$ cat src/rtl/req_arbiter4.sv
// ---------------------------------------------------------------------------
// req_arbiter4 -- four-channel request arbiter feeding the 4:2 encoder.
//
// Four level request lines are latched into a sticky pending register. One
// winner per round is offered downstream as a registered one-hot grant with
// a valid/ready handshake. An offer that is not taken within TIMEOUT cycles
// is withdrawn. Its pending bit is kept, so the stalled channel competes
// again later, but the other channels get their turn first.
//
// Optional feature (compile-time macro):
//   ARB_FIXED_PRIO_EN  defined   -> fixed priority, bit 3 highest, no pointer
//   ARB_FIXED_PRIO_EN  undefined -> round-robin from a rotating pointer
//
// Parameters:
//   TIMEOUT  cycles an offer may wait for gnt_ready (0 = never withdraw)
//   CNT_W    width of the offer-age counter (must hold TIMEOUT-1)
//
// Ports:
//   clk        in   rising-edge clock
//   rst_n      in   asynchronous active-low reset
//   req_i      in   [3:0] level requests, sampled every clk
//   gnt_o      out  [3:0] registered one-hot grant, zero when not valid
//   gnt_valid  out  grant offer active
//   gnt_ready  in   consumer takes the grant when high with gnt_valid
//   pend_o     out  [3:0] pending-request register (debug view)
//   timeout_o  out  one-cycle pulse when an offer is withdrawn unaccepted
// ---------------------------------------------------------------------------
module req_arbiter4 #(
  parameter int TIMEOUT = 8,
  parameter int CNT_W   = 8
) (
  input  logic       clk,
  input  logic       rst_n,
  input  logic [3:0] req_i,
  output logic [3:0] gnt_o,
  output logic       gnt_valid,
  input  logic       gnt_ready,
  output logic [3:0] pend_o,
  output logic       timeout_o
);

  typedef enum logic [0:0] {
    IDLE  = 1'b0,
    OFFER = 1'b1
  } state_t;

  // Last age value of an offer; only meaningful when the timeout is enabled.
  localparam logic [CNT_W-1:0] CNT_LAST = CNT_W'((TIMEOUT > 0) ? (TIMEOUT - 1) : 0);
  localparam logic [CNT_W-1:0] CNT_MAX  = {CNT_W{1'b1}};
  localparam logic [CNT_W-1:0] CNT_ONE  = CNT_W'(1);
  localparam bit               TO_EN    = (TIMEOUT > 0);

  state_t           state_r;
  logic [3:0]       pend_r;
  logic [CNT_W-1:0] cnt_r;
  logic [3:0]       clr_s;
  logic [3:0]       pend_next_s;
  logic [1:0]       pick_s;
`ifndef ARB_FIXED_PRIO_EN
  logic [1:0]       ptr_r;
  logic [1:0]       win_r;
`endif

  // Index -> one-hot grant vector.
  function automatic logic [3:0] onehot4(input logic [1:0] idx);
    onehot4 = 4'b0001 << idx;
  endfunction

`ifdef ARB_FIXED_PRIO_EN
  // Highest set bit wins; the ascending scan lets higher bits overwrite.
  function automatic logic [1:0] fixed_pick(input logic [3:0] p);
    fixed_pick = 2'd0;
    for (int i = 0; i < 4; i++) begin
      if (p[i]) begin
        fixed_pick = 2'(i);
      end else begin
        fixed_pick = fixed_pick;
      end
    end
  endfunction
`else
  // First set bit scanning from ptr upward, wrapping 3 -> 0.
  function automatic logic [1:0] rr_pick(input logic [3:0] p, input logic [1:0] ptr);
    logic [1:0] idx;
    logic       found;
    rr_pick = ptr;
    found   = 1'b0;
    for (int i = 0; i < 4; i++) begin
      idx = ptr + 2'(i);
      if (!found && p[idx]) begin
        rr_pick = idx;
        found   = 1'b1;
      end else begin
        found   = found;
      end
    end
  endfunction
`endif

  // Winner of the pending set for the next offer.
  always_comb begin
    pick_s = 2'd0;
`ifdef ARB_FIXED_PRIO_EN
    pick_s = fixed_pick(pend_r);
`else
    pick_s = rr_pick(pend_r, ptr_r);
`endif
  end

  // Pending update: the accepted bit is cleared, new requests set (set wins).
  always_comb begin
    clr_s = 4'b0000;
    if ((state_r == OFFER) && gnt_ready) begin
      clr_s = gnt_o;
    end else begin
      clr_s = 4'b0000;
    end
    pend_next_s = (pend_r & ~clr_s) | req_i;
  end

  assign pend_o = pend_r;

  // Arbitration state machine with registered grant, valid and timeout.
  always_ff @(posedge clk or negedge rst_n) begin
    if (!rst_n) begin
      state_r   <= IDLE;
      pend_r    <= 4'b0000;
      cnt_r     <= '0;
      gnt_o     <= 4'b0000;
      gnt_valid <= 1'b0;
      timeout_o <= 1'b0;
`ifndef ARB_FIXED_PRIO_EN
      ptr_r     <= 2'd0;
      win_r     <= 2'd0;
`endif
    end else begin
      pend_r    <= pend_next_s;
      timeout_o <= 1'b0;
      case (state_r)
        IDLE: begin
          // Decision uses the already-latched pend_r, giving one cycle of
          // latency from req_i and a bubble after each offer.
          if (pend_r != 4'b0000) begin
            gnt_o     <= onehot4(pick_s);
            gnt_valid <= 1'b1;
            cnt_r     <= '0;
            state_r   <= OFFER;
`ifndef ARB_FIXED_PRIO_EN
            win_r     <= pick_s;
`endif
          end else begin
            gnt_o     <= 4'b0000;
            gnt_valid <= 1'b0;
          end
        end
        OFFER: begin
          // Accept has precedence over a timeout on the same edge.
          if (gnt_ready) begin
            gnt_o     <= 4'b0000;
            gnt_valid <= 1'b0;
            state_r   <= IDLE;
`ifndef ARB_FIXED_PRIO_EN
            ptr_r     <= win_r + 2'd1;
`endif
          end else if (TO_EN && (cnt_r == CNT_LAST)) begin
            gnt_o     <= 4'b0000;
            gnt_valid <= 1'b0;
            timeout_o <= 1'b1;
            state_r   <= IDLE;
`ifndef ARB_FIXED_PRIO_EN
            ptr_r     <= win_r + 2'd1;
`endif
          end else begin
            if (cnt_r != CNT_MAX) begin
              cnt_r <= cnt_r + CNT_ONE;
            end else begin
              cnt_r <= cnt_r;
            end
          end
        end
        default: begin
          state_r   <= IDLE;
          gnt_o     <= 4'b0000;
          gnt_valid <= 1'b0;
          cnt_r     <= '0;
        end
      endcase
    end
  end

endmodule

$ cat config.mk
export PLATFORM = sky130hd
export DESIGN_NAME = req_arbiter4
export DESIGN_NICKNAME = d
export VERILOG_FILES = /design/src/rtl/req_arbiter4.sv
export SDC_FILE = /design/constraint.sdc
export NUM_CORES = 1
export LEC_CHECK = 0
export CAP_MARGIN = 10
export CORE_ASPECT_RATIO = 1.4
export CORE_UTILIZATION = 47
export CTS_CLUSTER_DIAMETER = 200
export DETAILED_ROUTE_END_ITERATION = 8
export PLACE_DENSITY = 0.7
export SLEW_MARGIN = 20
export SYNTH_ARGS = -nofsm -noshare
export SYNTH_HDL_FRONTEND = slang
export SYNTH_SLANG_ARGS = --single-unit
$ cat constraint.sdc
create_clock -name clk -period 1.58 [get_ports clk]
set_input_delay 0.316 -clock clk [delete_from_list [all_inputs] [get_ports clk]]
set_output_delay 0.316 -clock clk [all_outputs]
set_load 0.1 [all_outputs]
==> summary.md <==
| Metric | Value |
|---|---|
| Run status | complete, but fails checks |
| Violated checks | design-rule violations, negative setup slack |
| Number of nets in the synthesized netlist | 122 |
| Via count of the first global-routing pass | between 1k and 1.5k |
| Setup CP Type | reg -> reg |
| Clock tree from TritonCTS | yes |
| Number of max-slew violations in the final report | 0 |
| Horizontal die dimension | ~44 um |
| Total grt overflow | 0 |
| Share of total power in combinational logic | around three fifths |
| Number of detailed-routing iterations run before antenna repair | 6 |
| Critical path's top delay family | simple AND/OR/NAND/NOR gates |
| Total Negative Setup Slacks | -2.26 ns |
| Leak | around 0.8 nW |
| Power density relative to cell area | 1630 mW/mm^2 |
| Worst setup slack after layout | -0.202 ns |
| Final core utilization | 76.2% |
| Count of H-tree levels built during CTS | 1 |
| Cell total after placement | 173 |
| Max VDD drop | between 1000 and 1500 uV |
| Avg Cell Area, Syn | around 10 sq um |
| Proportion of synthesized chip area in sequential cells | 49.4% |
| Gpl congestion | between 0.8 and 0.9 |
| Total of endpoints with negative setup slack in the final report | 15 |
| Data required, critical path | roughly 1.8 ns |
| Final WL | roughly 3000 um |
| Count of nets after finishing | around 170 |
| Crit path arrival time | between 1.5 and 2 ns |
| Detailed-placement wirelength estimate | approximately 2200 um |
| TritonCTS Buffers | 3 |
| Clock network fraction of total power | 9.5% |
| Highest clock rate | approximately 0.56 GHz |
| Final instance count without filler cells | 180 |
| Average routed wire per standard cell | 16.4 um |
| # rows | 21 |
| DRC violation count after routing | 5 |
| Detailed-route via count | between 1k and 1.5k |
| Final worst-path cycle share | 113% |
| First-pass GRT wire length | about 4700 um |
| Buffers from clock root to sink, at most | 2 |
| Unrepaired setup endpoints after global routing | true |
| Number of hold violations in the final report | 0 |
| Number of warning messages in the yosys log | 0 |
| Switching power of the nets | 1.37 mW |
| Kind of end point of the critical path | flop |
| Number of synthesized register bits | 23 |
| Clock transition at the registers of the reported paths | around 0.13 ns |
| Count of buffers from port buffering | 16 |
| Period minus WS final | around 1.8 ns |
| Count of maximum capacitance violations | 0 |
| Crit path buf inv count | 1 |
| Cells after Synth | 114 |
| Slew headroom | 73.8% |
| Delay of the slowest critical-path stage | around 0.57 ns |
| Avg Vias per Cell | roughly 6 |
| Post-Synthesis Cell Area | about 0.0012 sq mm |
| Total track usage | between 20% and 30% |
| Antenna violations before repair | 0 |
| Slew at the pin with the worst max-slew slack | 0.390 ns |
| Iteration-0 DRC Markers | 20 |
| Yosys top cell area share | slightly below 50% |
| Worst setup SP type | flop |
| Die Footprint | ~0.0027 sq mm |
| Remaining number of nets flagged by the antenna check after routing | 0 |
| Synth area leader | dfrtp_1 |
| Fraction of final layout cells sized beyond drive strength 1 | about 45% |
| Clock insertion delay at the later pin of the skew report | about 0.32 ns |
| Num Clock Sinks | 23 |
| Boundary Pins | 17 |
| Net switching share of the total power | between 40% and 50% |
| Top area cells in the synthesized netlist | dfrtp_1 (49%), nand2_1 (4.5%), mux2i_1 (3.4%), nand3_1 (3.4%), a21o_1 (3.2%) |
| Initial Utilization | ~49% |
| Cell internal power dissipation | 1.56 mW |
| Antenna diode count | 0 |
| Vertical die dimension | between 60 and 70 um |
| Pre-CTS worst setup slack | -0.282 ns |
| Proportion of power drawn by flip-flops and latches | ~32% |
| Post-synth cell types | 37 |
| Master cell of the clock root buffer | clkbuf_4 |
| Tightest Hold Check Type | in -> async |
| Cell-by-cell listing of the critical path | or4_4 -> o31a_1 -> buf_4 -> nand2_4 -> o31ai_2 |
| Cell with the biggest individual delay on the critical path | or4_4 |
| Core region area | between 0.002 and 0.0025 sq mm |
| Clock Skew | 0.00770 ns |
| Synth-to-Final Area Change | 54.5% |
| Max Fanout on Critical Path | 6 |
| Largest net degree at the start of global routing | 24 |
-- cells in the mapped netlist --
master	count
nand3_1	8
or4_4	1
nor2_1	5
buf_6	1
o31ai_4	1
a2111oi_1	1
and2b_1	1
and2_1	1
a21boi_0	2
nor2b_1	2
ha_1	1
or4_1	2
nor4_1	2
o211ai_1	1
o311ai_0	1
nand4_1	2
a21oi_1	6
a21o_1	5
a311oi_2	1
dfrtp_1	23
o31a_1	1
inv_1	2
nor3b_1	1
nand2_1	14
buf_2	1
and3_1	1
mux2_2	2
and4_2	1
o21a_1	1
mux2i_1	4
o21ai_0	5
xor2_1	1
clkbuf_1	1
o31ai_1	4
o41ai_1	1
nor3_1	2
nand2b_1	5
-- worst register-to-register path, stage by stage (launching register included) --
cell and delay (ns):
dfrtp_1 0.40, or4_4 0.57, o31a_1 0.41, buf_4 0.18, nand2_4 0.05, o31ai_2 0.06
-- flip-flops by register name, indices dropped and copies added, names as in the netlist --
register / flops
state_r: 1
timeout_o: 1
cnt_r: 8
win_r: 2
gnt_valid: 1
ptr_r: 2
pend_o: 4
gnt_o: 4
-- power by group through the flow --
stage,clock [mW],sequential [mW],combinational (mW)
floorplan,0,1.32,0.509
global placement,0,0.937,1.57
detailed placement,0,0.947,1.60
CTS,0.287,0.938,1.64
global route,0.306,0.969,1.80
finish,0.278,0.943,1.71
-- per-stage QoR --
step | total power [mW] | cell area, sq um | hold slack, ns
floorplan | 1.83 | 1220 | 0.0204
global placement | 2.51 | 1670 | 0.476
detailed placement | 2.55 | 1670 | 0.494
CTS | 2.86 | 1720 | 0.347
global route | 3.08 | 1800 | 0.367
finish | 2.94 | 1800 | 0.334
-- metal layers --
layer	GRT usage, %	wire (um)	vias up
li1	-	-	512
met4	7.79	50	0
met3	2.98	73	6
met2	45.0	1660	17
met1	27.3	1160	521
met5	0	0	-
-- worst paths after layout --
check / cells after the start / slack, ns / startpoint / to
max: 5 / -0.20 / cnt_r[3]$_DFFE_PN0P_ / cnt_r[3]$_DFFE_PN0P_
min: 2 / 0.33 / rst_n / pend_o[1]$_DFF_PN0_
max reg2reg: 5 / -0.20 / cnt_r[3]$_DFFE_PN0P_ / cnt_r[3]$_DFFE_PN0P_
min reg2reg: 1 / 0.51 / win_r[0]$_DFFE_PN0P_ / ptr_r[0]$_DFFE_PN0P_
max in group asynchronous: 2 / 0.97 / rst_n / pend_o[0]$_DFF_PN0_
min in group clk: 1 / 0.51 / win_r[0]$_DFFE_PN0P_ / ptr_r[0]$_DFFE_PN0P_
-- final cells by class --
cell class / count / area [sq um]
clock buffers: 3 / 22.5
clock inverters: 1 / 5.00
fillers: 159 / 563
inverters: 2 / 7.51
multi-input cells: 86 / 678
flip-flops and latches: 23 / 588
well taps: 23 / 28.8
repair buffers: 42 / 472
-- repair_timing --
action / CTS / global route
hold buffers: 0 / 0
buffers inserted: 0 / 3
gates resized for setup: 7 / 14
pin swaps: 3 / 5
setup endpoints to repair: 15 / 17
-- cell usage in the layout (no fill, tap or decap), drive strengths merged --
| master | instances |
|---|---|
| nand2 | 14 |
| or4 | 3 |
| mux2i | 4 |
| mux2 | 2 |
| a311oi | 1 |
| nand4 | 2 |
| xor2 | 1 |
| and3 | 1 |
| o211ai | 1 |
| o21ai | 5 |
| a21oi | 6 |
| a21o | 5 |
| o21a | 1 |
| clkdlybuf4s50 | 6 |
| a21boi | 2 |
| nor3 | 2 |
| nor2 | 5 |
| nor3b | 1 |
| buf | 36 |
| and2b | 1 |
| and4 | 1 |
| and2 | 1 |
| a2111oi | 1 |
| o31ai | 5 |
| o41ai | 1 |
| inv | 2 |
| dfrtp | 23 |
| nor4 | 2 |
| nand3 | 8 |
| nand2b | 5 |
| ha | 1 |
| clkinv | 1 |
| nor2b | 2 |
| o311ai | 1 |
| clkbuf | 3 |
| o31a | 1 |
-- kinds of logic after synthesis --
group / after synthesis / synth area share, %
compound gates: 30 / 19.3
xor+xnor: 1 / 0.751
fa+ha+maj: 1 / 1.07
buf+inv: 5 / 2.36
flops: 23 / 49.4
mux: 6 / 5.36
simple gates: 48 / 21.8
No activity file was read; power rests on OpenSTA's default activity.
